--- src/rtl/pdn_rail_sequencer.sv ---
// pdn_rail_sequencer: supply-side power-up sequencer for one shared VDD rail.
// Loads are switched on one at a time. Each power-up waits for power-good and
// is then followed by a stagger gap. The number of loads on at once is capped,
// and loads that never reach power-good are flagged.
//
// Optional feature macro: PDN_SEQ_TIMEOUT_EN
//   defined   : the RAMP timeout is active and sets sticky per-load fault bits.
//   undefined : RAMP waits indefinitely, fault is tied to 0 and fault_clr is ignored.
//
// Ports:
//   clk        rail controller clock
//   rst_n      asynchronous active-low reset
//   req        per-load power request (level)
//   pgood      per-load power-good, already synchronised
//   fault_clr  single-cycle pulse that clears all fault bits
//   sw_en      per-load power-switch enable (registered)
//   fault      sticky per-load timeout fault (registered)
//   on_count   population count of sw_en (registered)
//   busy       high whenever the sequencer is not in IDLE (registered)
module pdn_rail_sequencer #(
  parameter int unsigned NUM_LOADS      = 6,
  parameter int unsigned MAX_ON         = 3,
  parameter int unsigned STAGGER_CYCLES = 16,
  parameter int unsigned TIMEOUT_CYCLES = 64
) (
  input  logic                 clk,
  input  logic                 rst_n,
  input  logic [NUM_LOADS-1:0] req,
  input  logic [NUM_LOADS-1:0] pgood,
  input  logic                 fault_clr,
  output logic [NUM_LOADS-1:0] sw_en,
  output logic [NUM_LOADS-1:0] fault,
  output logic [4:0]           on_count,
  output logic                 busy
);

  localparam int unsigned IW = (NUM_LOADS > 1) ? $clog2(NUM_LOADS) : 1;
`ifdef PDN_SEQ_TIMEOUT_EN
  localparam int unsigned CNT_MAX = (TIMEOUT_CYCLES > STAGGER_CYCLES) ? TIMEOUT_CYCLES
                                                                      : STAGGER_CYCLES;
`else
  localparam int unsigned CNT_MAX = STAGGER_CYCLES;
`endif
  localparam int unsigned CW = $clog2(CNT_MAX + 1);

  localparam logic [4:0]    MAX_ON_W = 5'(MAX_ON);
  localparam logic [CW-1:0] STG_LAST = CW'(STAGGER_CYCLES - 1);
`ifdef PDN_SEQ_TIMEOUT_EN
  localparam logic [CW-1:0] TMO_LAST = CW'(TIMEOUT_CYCLES - 1);
`endif

  typedef enum logic [1:0] {
    IDLE    = 2'd0,
    RAMP    = 2'd1,
    STAGGER = 2'd2
  } state_t;

  state_t               state_q, state_d;
  logic [IW-1:0]        idx_q, idx_d;
  logic [CW-1:0]        cnt_q, cnt_d;
  logic [NUM_LOADS-1:0] sw_d;
  logic [NUM_LOADS-1:0] flt_q;
  logic [4:0]           on_d;
  logic                 pick_vld;
  logic [IW-1:0]        pick_idx;

  function automatic logic [4:0] popcnt(input logic [NUM_LOADS-1:0] v);
    logic [4:0] c;
    c = '0;
    for (int i = 0; i < NUM_LOADS; i++) begin
      c = c + 5'(v[i]);
    end
    return c;
  endfunction

`ifdef PDN_SEQ_TIMEOUT_EN
  logic [NUM_LOADS-1:0] flt_d;
`else
  logic unused_fault_clr;
  assign unused_fault_clr = fault_clr;
  assign flt_q            = '0;
`endif

  assign fault = flt_q;
  assign on_d  = popcnt(sw_d);

  // Lowest-index load that is requesting, currently off and not faulted.
  // The loop runs downward so that the lowest matching index is written last.
  always_comb begin
    pick_vld = 1'b0;
    pick_idx = '0;
    for (int i = NUM_LOADS - 1; i >= 0; i--) begin
      if (req[i] && !sw_en[i] && !flt_q[i]) begin
        pick_vld = 1'b1;
        pick_idx = IW'(i);
      end
    end
  end

  // Next-state, switch and fault update
  always_comb begin
    state_d = state_q;
    idx_d   = idx_q;
    cnt_d   = cnt_q;
    // Power-down applies in every state and ahead of any power-up decision.
    sw_d    = sw_en & req;
`ifdef PDN_SEQ_TIMEOUT_EN
    // A timeout set later in this block overrides the clear for its own bit.
    flt_d   = fault_clr ? '0 : flt_q;
`endif
    case (state_q)
      IDLE: begin
        // The slot check uses the count after this cycle's drops.
        if (pick_vld && (popcnt(sw_d) < MAX_ON_W)) begin
          sw_d[pick_idx] = 1'b1;
          idx_d          = pick_idx;
          cnt_d          = '0;
          state_d        = RAMP;
        end
      end
      RAMP: begin
        // A withdrawn request abandons the ramp with no fault and no stagger.
        if (!req[idx_q]) begin
          state_d = IDLE;
        end else if (pgood[idx_q]) begin
          cnt_d   = '0;
          state_d = STAGGER;
        end
`ifdef PDN_SEQ_TIMEOUT_EN
        else if (cnt_q == TMO_LAST) begin
          sw_d[idx_q]  = 1'b0;
          flt_d[idx_q] = 1'b1;
          state_d      = IDLE;
        end else begin
          cnt_d = cnt_q + CW'(1);
        end
`endif
      end
      STAGGER: begin
        if (cnt_q == STG_LAST) begin
          state_d = IDLE;
        end else begin
          cnt_d = cnt_q + CW'(1);
        end
      end
      default: state_d = IDLE;
    endcase
  end

  // State and output registers; reset opens every switch immediately.
  always_ff @(posedge clk or negedge rst_n) begin
    if (!rst_n) begin
      state_q  <= IDLE;
      idx_q    <= '0;
      cnt_q    <= '0;
      sw_en    <= '0;
      on_count <= '0;
      busy     <= 1'b0;
`ifdef PDN_SEQ_TIMEOUT_EN
      flt_q    <= '0;
`endif
    end else begin
      state_q  <= state_d;
      idx_q    <= idx_d;
      cnt_q    <= cnt_d;
      sw_en    <= sw_d;
      on_count <= on_d;
      busy     <= (state_d != IDLE);
`ifdef PDN_SEQ_TIMEOUT_EN
      flt_q    <= flt_d;
`endif
    end
  end

endmodule

--- config.mk ---
export PLATFORM = sky130hd
export DESIGN_NAME = pdn_rail_sequencer
export DESIGN_NICKNAME = d
export VERILOG_FILES = /design/src/rtl/pdn_rail_sequencer.sv
export SDC_FILE = /design/constraint.sdc
export NUM_CORES = 1
export LEC_CHECK = 0
export CAP_MARGIN = 20
export CORE_MARGIN = 3
export CORE_UTILIZATION = 40
export CTS_CLUSTER_DIAMETER = 60
export DETAILED_ROUTE_END_ITERATION = 8
export DONT_BUFFER_PORTS = 1
export GPL_TIMING_DRIVEN = 0
export PLACE_DENSITY = 0.54
export SETUP_SLACK_MARGIN = 0.1
export SLEW_MARGIN = 5
export SYNTH_ARGS = -nofsm -noshare
export SYNTH_HDL_FRONTEND = slang
export SYNTH_SLANG_ARGS = --single-unit
--- constraint.sdc ---
create_clock -name clk -period 4.6 [get_ports clk]
set_input_delay 0.46 -clock clk [delete_from_list [all_inputs] [get_ports clk]]
set_output_delay 0.46 -clock clk [all_outputs]
set_load 0.005 [all_outputs]
==> impl_results.md <==
- Result of the run: finished, violations left
- Failing checks: setup timing
- Clock buffer count from CTS: 3
- Worst IR Drop VDD: 0.000256 V
- Root buffer cell: sky130_fd_sc_hd__clkbuf_4
- Required arrival time at the worst endpoint: 4780 ps
- Maximum net fanout on the critical path: 4
- Initial antenna violation count: 0
- Setup repair after global routing missed its margin: true
- Synth Area in Adders: approximately 13%
- Critical path class: flip-flop to flip-flop
- CORE AREA: 3100 um2
- Synth Area per Inst: around 11 um2
- Startpoint type of the worst setup path: flip-flop
- Post-place setup slack: -416 ps
- Max Root-Sink Buffers: 2
- HPWL after DPL: 2010 um
- R2R setup slack: -7 ps
- Die Footprint: about 4000 um2
- Worst max-slew margin expressed relative to the limit: 37.8%
- Sequential cell area fraction in the yosys report: 37.8%
- Share of total power consumed by net switching: 40.6%
- Critical R2R Capture: on_count[1]
- Post-route worst hold slack: 314 ps
- Detail Route met3 WL: 189 um
- Comb pwr share: 52.7%
- Vertical die dimension: 63.5 um
- Max-cap violation count: 0
- Antenna-violating nets left: 0
- Post-layout total power: 0.000775 W
- Xor and xnor fraction of the mapped netlist area: 0%
- Routed wl met2: 1210 um
- Reg2reg start: sw_en[1]
- Path class of the lowest-slack min-delay path: input pin to flip-flop
- Main combinational cell family by area after synthesis: simple AND/OR/NAND/NOR gates
- Fraction of power consumed by sequential logic: 36.1%
- Clock network fraction of total power: approximately 11%
- Flip-flop and latch count after synthesis: 20
- FMAX: 217 MHz
- Share of the core filled with cells in the final layout: 50.0%
- Maximum number of pins on one net before global-route repair: 21
- Post-synthesis instance total: 126
- Number of violations reported at the end of detailed-routing iteration 0: 32
- Via count of the first global-routing pass: ~980
- CTS sink count: 20
- Mux cell area share after synthesis: 8.03%
- Aggregate routed wire length: ~2600 um
- Floorplan die width: ~64 um
- Placed cell areas: about 1400 um2
- Total net switching power: 0.000315 W
- Clock tree from TritonCTS: done
- Post-route standard cell area excluding fillers: between 1500 and 2000 um2
- Final period util: 100%
- Vias/cell: 4.77
- M1 WL: about 1200 um
- Transition time of the tightest slew-check pin: ~930 ps
- Total number of vias: 896
- Crit path from: sw_en[1]
- Nets: 170
- Number of pins exceeding their max-slew limit in the final report: 0
- Uppermost layer routed: met4
- Number of placement rows: 20
- Kind of capture point of the worst setup path: flip-flop
- Starting density of the core: 42.7%
- Layout cell share with drive strength beyond 1: 25.7%
- Wire length of the first global-routing pass: 4710 um
- Level count of the clock H-tree: 1
- Synthesized-area fraction occupied by and/or/nand/nor cells: 18.7%
- Distinct cells, synth: 32
- Cell Area, Synth: 1320 um2
- Shortest clock period the worst path allows after layout: roughly 4600 ps
- P_int: 0.000460 W
- Worst R2R Path Depth: 15
- Leakage power summed over all cells: 0.747 nW
- Global routing usage summed across all routing layers: 14.8%
- Final setup skew: 7.62 ps
- Power density cells: 500 nW/um2
- First-pass detailed-route iteration total: 4
- # IOs: 33
- Post-route DRC: 0
- Syn. warnings: 0
- Data arrival, critical path: 4780 ps
- Number of antenna diodes: 0
- Final GP Congestion: 0.830
- Congestion Overflow GR: 0
- Min setup slack post-route: -7.32 ps
- Synthesis-to-layout area growth: 17.1%
- Synth Area in Compound Gates: 14.1%
- Count of input and output buffers: 0
- Count of endpoints failing hold in the final timing report: 0
- Final setup vio count: 1
- Endpoint of the most critical setup path: on_count[1]
- Average wire length per cell after detail routing: between 10 and 15 um
- Skew-Pair Late Insertion Delay: ~300 ps
- Clk slew on worst S/H paths: around 100 ps
how the worst min path moves through the flow:
stage,startpoint,to,cells past startpoint
finish,req[0],sw_en[0],1
global placement,rst_n,busy,0
global route,req[0],sw_en[0],1
detailed placement,rst_n,busy,0
floorplan,rst_n,busy,0
CTS,req[0],sw_en[0],1
flip-flops by register name (all words and copies together) (netlist names):
signal and cells:
state_q 2, cnt_q 5, idx_q 3, on_count 3, sw_en 6, busy 1
cell usage in the layout (no fill, tap or decap), types with 2 or more instances in the layout:
cell type                  netlist  final
sky130_fd_sc_hd__o21ai_1         2      2
sky130_fd_sc_hd__nand2_2         0      2
sky130_fd_sc_hd__conb_1          1      8
sky130_fd_sc_hd__nand3_1         3      2
sky130_fd_sc_hd__fa_1            6      6
sky130_fd_sc_hd__inv_2           1      3
sky130_fd_sc_hd__o31ai_1         3      2
sky130_fd_sc_hd__dfrtp_1        20     18
sky130_fd_sc_hd__dfrtp_2         0      2
sky130_fd_sc_hd__nand2b_1        8      8
sky130_fd_sc_hd__o21bai_1        2      2
sky130_fd_sc_hd__o21a_1          2      2
sky130_fd_sc_hd__mux4_2          2      2
sky130_fd_sc_hd__nor2_1          6      6
sky130_fd_sc_hd__clkbuf_4        0      3
sky130_fd_sc_hd__mux2i_1         5      5
sky130_fd_sc_hd__inv_1           9      7
sky130_fd_sc_hd__a21oi_1         5      5
sky130_fd_sc_hd__nor2b_1         7      6
sky130_fd_sc_hd__buf_6           1      2
sky130_fd_sc_hd__nand3_2         1      2
sky130_fd_sc_hd__o21ai_0         4      4
sky130_fd_sc_hd__buf_4           8     13
sky130_fd_sc_hd__ha_1            4      2
sky130_fd_sc_hd__nand2_1        16     13
power groups by stage:
| stage | combinational, W | clock (W) | sequential (W) |
|---|---|---|---|
| floorplan | 0.000295 | 0 | 0.000271 |
| global placement | 0.000349 | 0 | 0.000284 |
| detailed placement | 0.000350 | 0 | 0.000283 |
| finish | 0.000409 | 0.0000864 | 0.000280 |
| CTS | 0.000396 | 0.0000902 | 0.000280 |
| global route | 0.000471 | 0.0000983 | 0.000290 |
cell families (layout without fill, tap and decap cells):
family	count (synthesis)	count (layout)
AND/OR/NAND/NOR	45	45
AO/OA/AOI/OAI	23	23
flip-flops	20	20
buffers and inverters	19	30
adder cells (fa/ha/maj)	10	10
multiplexers	8	8
other	1	8
cell usage after synthesis, drive strengths merged:
cell / number / area [um2]
o21a: 2 / 15.0
buf: 9 / 71.3
nand2: 16 / 60.1
dfrtp: 20 / 500
and2: 1 / 6.26
and3: 1 / 6.26
a21boi: 1 / 7.51
a21oi: 5 / 25.0
o21ba: 1 / 10.0
conb: 1 / 3.75
nand3: 4 / 25.0
o21ai: 6 / 30.0
inv: 10 / 37.5
o22ai: 1 / 6.26
fa: 6 / 120
o31ai: 3 / 22.5
ha: 4 / 50.1
nor2b: 7 / 43.8
a2111oi: 1 / 27.5
o41ai: 1 / 27.5
o21bai: 2 / 15.0
and4b: 1 / 10.0
mux2i: 5 / 50.1
nand4b: 1 / 23.8
nand2b: 8 / 50.1
mux4: 2 / 45.0
nor2: 6 / 22.5
mux2: 1 / 11.3
timing repair:
item                                   in CTS  in global routing
buffers inserted                            6                  0
setup endpoints to repair                   3                  3
endpoints found under the hold margin      20                  0
hold buffers                                1                  0
gates resized for setup                     4                  5
pin swaps                                   8                  1
per-stage QoR:
stage | TNS, ps | cells
5_1_grt | -247 | 188
2_1_floorplan | -115 | 133
3_3_place_gp | -685 | 177
3_5_place_dp | -718 | 177
6_report | -7.32 | 188
4_1_cts | -123 | 188
layer usage:
layer,vias up,global-route usage (%)
met3,2,4.63
met5,-,0
met2,24,23.7
li1,445,-
met4,0,2.43
met1,425,19.8
cell type report:
type	count	area, um2
fillers	309	1550
inverters	10	37.5
flip-flops and latches	20	503
multi-input cells	94	798
well taps	44	55.1
plain buffers	9	71.3
repair buffers	7	58.8
clock buffers	4	26.3
worst max-delay path, stage by stage, from the launching register on:
cell and delay [ps]:
sky130_fd_sc_hd__dfrtp_2 480, sky130_fd_sc_hd__nand2_8 90, sky130_fd_sc_hd__fa_1 430, sky130_fd_sc_hd__fa_1 500, sky130_fd_sc_hd__inv_1 40, sky130_fd_sc_hd__ha_2 160, sky130_fd_sc_hd__fa_1 480, sky130_fd_sc_hd__a2111oi_4 380
sky130_fd_sc_hd__nand3_2 160, sky130_fd_sc_hd__o31ai_4 260, sky130_fd_sc_hd__fa_1 440, sky130_fd_sc_hd__inv_2 70, sky130_fd_sc_hd__fa_1 400, sky130_fd_sc_hd__inv_2 80, sky130_fd_sc_hd__ha_4 120, sky130_fd_sc_hd__fa_1 400
Note: power is estimated with default switching activity, not from simulation.
